--- config.mk ---
export PLATFORM = sky130hd
export DESIGN_NAME = register_file
export DESIGN_NICKNAME = d
export VERILOG_FILES = /design/src/rtl/register_file.sv
export SDC_FILE = /design/constraint.sdc
export NUM_CORES = 2
export LEC_CHECK = 0
export BUFFER_PORTS_ARGS = -buffer_cell sky130_fd_sc_hd__clkbuf_2
export CAP_MARGIN = 40
export CORE_MARGIN = 2
export CORE_UTILIZATION = 45
export DETAILED_ROUTE_END_ITERATION = 7
export PLACE_DENSITY_LB_ADDON = 0.25
export SLEW_MARGIN = 40
export SYNTH_ARGS = -nofsm -noshare
export SYNTH_HDL_FRONTEND = slang
export SYNTH_SLANG_ARGS = --single-unit
--- constraint.sdc ---
create_clock -name clock -period 24.5 [get_ports clock]
set_input_delay 1.225 -clock clock [delete_from_list [all_inputs] [get_ports clock]]
set_output_delay 1.225 -clock clock [all_outputs]
set_load 0.01 [all_outputs]
--- src/rtl/register_file.sv ---
`default_nettype none
// ============================================================================
//  Module   : register_file
//  Purpose  : Sixteen 32-bit architectural registers with three combinational
//             read ports, one write port (full word or 16-bit immediate with
//             unsigned/signed/top-half/bottom-half merge) and a per-register
//             pending scoreboard for read-after-write hazard stalls.
//  Ports    : clock, reset                 - clock, async active-high reset
//             write, write_data            - full-word write strobe / data
//             write_immediate(_data/_type) - immediate write strobe/payload/type
//             write_index                  - destination for either write
//             read_reg_{a,b,c}_index/_data - combinational read ports
//             claim, claim_index           - reserve a pending destination
//             cancel                       - flush: clear all pending bits
//             pending                      - bit n set = r[n] write outstanding
//  Revision : 1.0  initial release
// ============================================================================
module register_file #(
  parameter bit BYPASS  = 1'b1,
  parameter bit ZERO_R0 = 1'b0
) (
  input  logic        clock,
  input  logic        reset,
  input  logic        write,
  input  logic [3:0]  write_index,
  input  logic [31:0] write_data,
  input  logic        write_immediate,
  input  logic [15:0] write_immediate_data,
  input  logic [1:0]  write_immediate_type,
  input  logic [3:0]  read_reg_a_index,
  output logic [31:0] read_reg_a_data,
  input  logic [3:0]  read_reg_b_index,
  output logic [31:0] read_reg_b_data,
  input  logic [3:0]  read_reg_c_index,
  output logic [31:0] read_reg_c_data,
  input  logic        claim,
  input  logic [3:0]  claim_index,
  input  logic        cancel,
  output logic [15:0] pending
);

  localparam logic [1:0] IMM_UNSIGNED = 2'b00;
  localparam logic [1:0] IMM_SIGNED   = 2'b01;
  localparam logic [1:0] IMM_TOP      = 2'b10;
  localparam logic [1:0] IMM_BOTTOM   = 2'b11;

  logic [31:0] regs_q [16];
  logic [31:0] regs_d [16];
  logic [15:0] pending_q;
  logic [15:0] pending_d;

  logic        w_wr_en;     // any write request this cycle
  logic        w_store;     // request actually modifies the array
  logic [31:0] w_old;
  logic [31:0] w_wr_val;    // value that lands at the edge (merged for halves)

  assign w_wr_en = write | write_immediate;
  assign w_store = w_wr_en & ~(ZERO_R0 && (write_index == 4'd0));
  assign w_old   = regs_q[write_index];

  // Full-word write has priority over a simultaneous immediate.
  always_comb begin
    w_wr_val = write_data;
    if (!write) begin
      case (write_immediate_type)
        IMM_UNSIGNED: w_wr_val = {16'h0000, write_immediate_data};
        IMM_SIGNED:   w_wr_val = {{16{write_immediate_data[15]}}, write_immediate_data};
        IMM_TOP:      w_wr_val = {write_immediate_data, w_old[15:0]};
        IMM_BOTTOM:   w_wr_val = {w_old[31:16], write_immediate_data};
        default:      w_wr_val = write_data;
      endcase
    end
  end

  always_comb begin
    for (int i = 0; i < 16; i++) begin
      regs_d[i] = regs_q[i];
    end
    if (w_store) begin
      regs_d[write_index] = w_wr_val;
    end
  end

  // Retire clears before claim sets, so a same-index claim wins.
  always_comb begin
    pending_d = pending_q;
    if (cancel) begin
      pending_d = 16'h0000;
    end else begin
      if (w_wr_en) begin
        pending_d[write_index] = 1'b0;
      end
      if (claim && !(ZERO_R0 && (claim_index == 4'd0))) begin
        pending_d[claim_index] = 1'b1;
      end
    end
  end

  always_ff @(posedge clock or posedge reset) begin
    if (reset) begin
      for (int i = 0; i < 16; i++) begin
        regs_q[i] <= 32'h0000_0000;
      end
      pending_q <= 16'h0000;
    end else begin
      for (int i = 0; i < 16; i++) begin
        regs_q[i] <= regs_d[i];
      end
      pending_q <= pending_d;
    end
  end

  assign pending = pending_q;

  // Read ports share one implementation, indexed 0=A, 1=B, 2=C.
  logic [3:0]  rd_idx  [3];
  logic [31:0] rd_data [3];

  assign rd_idx[0] = read_reg_a_index;
  assign rd_idx[1] = read_reg_b_index;
  assign rd_idx[2] = read_reg_c_index;

  generate
    for (genvar gi = 0; gi < 3; gi++) begin : g_read
      always_comb begin
        rd_data[gi] = regs_q[rd_idx[gi]];
        if (ZERO_R0 && (rd_idx[gi] == 4'd0)) begin
          rd_data[gi] = 32'h0000_0000;
        end else if (BYPASS && w_store && (rd_idx[gi] == write_index)) begin
          rd_data[gi] = w_wr_val;
        end
      end
    end
  endgenerate

  assign read_reg_a_data = rd_data[0];
  assign read_reg_b_data = rd_data[1];
  assign read_reg_c_data = rd_data[2];

endmodule
`default_nettype wire
==> summary.txt <==
Outcome - complete, no violations
CTS buffer count - 61
Leak - 16.8 nW
Slew margin rel. - 37.8%
TritonCTS clock tree - done
TritonRoute pass-1 iters - 6
Tcrit/Tclk final - 23.3%
Synth warn - 0
Clk slew on worst S/H paths - 60 ps
Commonest non-fill, non-tap cell in the layout - nand2_1
Fmax - 175 MHz
Gr busiest metal - met2
Reg2reg end - regs_q[394]$_DFFE_PP0P_
Worst setup path category - input port to primary output
Hold_ws - 528 ps
Synth Net Count - 3,397
Row cnt - 104
GRT Overall Usage - 32.6%
CTS Root Cell - clkbuf_16
HP Class - flop to flop
Most frequent cells in the layout - nand2_1 (567), dfrtp_1 (528), o21ai_1 (471), mux4_2 (400), a22oi_1 (232)
RD Place Congestion - 0.867
Slew Limit Fails - 0
Cell Chain, Critical Path - buf_4 -> buf_4 -> nor2b_4 -> buf_4 -> a22oi_1 -> a21oi_2 -> nor3_2 -> a21o_1 -> clkbuf_2
Worst skew pair latency - 650 ps
Initial antenna violation count - 4
Worst r2r path cells - 6
IO Count - 188
HPWL after DPL - 80,700 µm
VDD IR-drop max - 0.0527 mV
Most used cell, CP - buf_4
PwrDens - 82.0 nW/µm²
Area delta synth->final - 11.1%
Crit Path Max Fanout - 37
Crit start category - input port
Global-route wire length before repair - 201,000 µm
CP endpoint - read_reg_c_data[7]
Initial drt markers - 4,072
Crit path max-delay family - buffers and inverters
PortBufs - 187
Nets - 3,368
Met1 Use GR - 44.7%
Die Width - 289 µm
Max stage delay on crit path - 700 ps
Routed wire length - 135,000 µm
Least-Margin Pin Slew - 933 ps
Total gr overflow - 0
Reg2Reg Launch Point - regs_q[202]$_DFFE_PP0P_
CTS max path bufs - 3
Initial core utilization - 45.4%
Crit path buffers/inverters - 4
Synth Register Bits - 528
Via density - 6.92
Htree depth - 2
Sum Neg Setup Slack - 0 ps
Critical Path Sink Type - primary output
Post-synthesis sequential area ratio - 36.2%
DRC - 0
DIE AREA - 83,400 µm²
Worst reg2reg setup slack - 22,280 ps
ANT nets after route - 0
Vias in the first global route - 29,400
Slowest cell on the critical path - nor3_2
Largest net degree at the start of global routing - 86
Final hold vios - 0
Dominant synthesized flop cell - dfrtp_1
Post-synth EDFFs - 0
Maxcap violations - 0
Syn avg cell area - 11.0 µm²
FFs w/ async S/R, synth - 100%
CP Data Arrival Time - 4480 ps
Distinct cells, synth - 59
Cts hold-fix bufs - 0
Minimum clock period - 5710 ps
M2 GR Usage - 49.2%
RSZ-0062 raised after global routing - false
Cells after synthesis - 3,321
Vias - 30,500
Avg WL per Cell - 30.7 µm
Worst Clk Skew - 23.8 ps
Syn Std Cell Area - 36,500 µm²
M3 GR Usage - 8.70%
Clock sink total - 528
Crit path from - write_index[3]
Share of layout cells above drive strength 1 - 28.5%
Die height - 289 µm
Core Region - 80,400 µm²
Setup Buffers After CTS - 0
CTS resizes - 0
Final setup viols - 0
Worst path depth - 9
Required @ worst endpoint - 23,270 ps
per-stage QoR:
stage          util (%)  cells  power (mW)  setup WS [ps]  cell area (µm²)
3_3_place_gp       47.1   4276        2.31          18200            37900
6_report           50.4   4403        3.33          18790            40500
4_1_cts            50.3   4398        3.31          18670            40400
5_1_grt            50.4   4402        3.49          18700            40500
2_1_floorplan         -   3321        2.03           8520            36500
3_5_place_dp       47.7   4286        2.34          18690            38300
where the power goes:
part | switching (mW) | leakage, nW | internal [mW] | total, mW
clock | 0.391 | 1.03 | 0.580 | 0.972
sequential | 0.255 | 6.61 | 1.07 | 1.33
combinational | 0.489 | 9.18 | 0.536 | 1.02
total | 1.14 | 16.8 | 2.19 | 3.33
synthesized netlist by cell type (all sizes together) (55+ instances only):
cell,number,share of area (%)
nor2b,57,0.98
mux2,110,3.4
mux4,400,25
a21oi,55,0.98
dfrtp,528,36
buf,155,2.5
a211oi,58,1.2
a22oi,232,4.8
clkbuf,200,2.1
o21ai,489,6.7
nand2,581,6.0
mux2i,172,4.7
worst min-delay path, stage by stage, from the launching register on:
cell     delay, ps
dfrtp_1        350
a22oi_1         70
nor2_1          80
kinds of logic after synthesis:
family	share of synthesized area (%)
compound gates	17.0
flops	36.2
buf+inv	4.52
mux	32.8
xor+xnor	0.288
simple gates	9.20
worst min-delay path by stage:
stage | depth (start not counted) | start | slack (ps) | to
2_1_floorplan | 2 | regs_q[176]$_DFFE_PP0P_ | 490 | regs_q[176]$_DFFE_PP0P_
3_3_place_gp | 2 | pending[11]$_DFF_PP0_ | 510 | pending[11]$_DFF_PP0_
3_5_place_dp | 2 | pending[11]$_DFF_PP0_ | 510 | pending[11]$_DFF_PP0_
4_1_cts | 2 | pending[11]$_DFF_PP0_ | 530 | pending[11]$_DFF_PP0_
5_1_grt | 2 | pending[10]$_DFF_PP0_ | 560 | pending[10]$_DFF_PP0_
6_report | 2 | pending[11]$_DFF_PP0_ | 530 | pending[11]$_DFF_PP0_
sequential cells by signal, indices dropped and copies added (netlist names):
signal / count
regs_q: 512
pending: 16
cell type report:
cell class,instances,area [µm²]
diodes,2,5.00
clock buffers,90,1810
clock inverters,22,297
fillers,7164,39900
inverters,1,11.3
multi-input cells,2437,22100
flip-flops and latches,528,13200
well taps,1060,1330
repair buffers,263,1790
routing by layer:
layer	vias to the layer above	share of wire [%]
li1	12800	-
met1	15300	39
met2	1976	45
met3	384	12
met4	4	4.9
met5	-	0.019
Note: power is estimated with default switching activity, not from simulation.
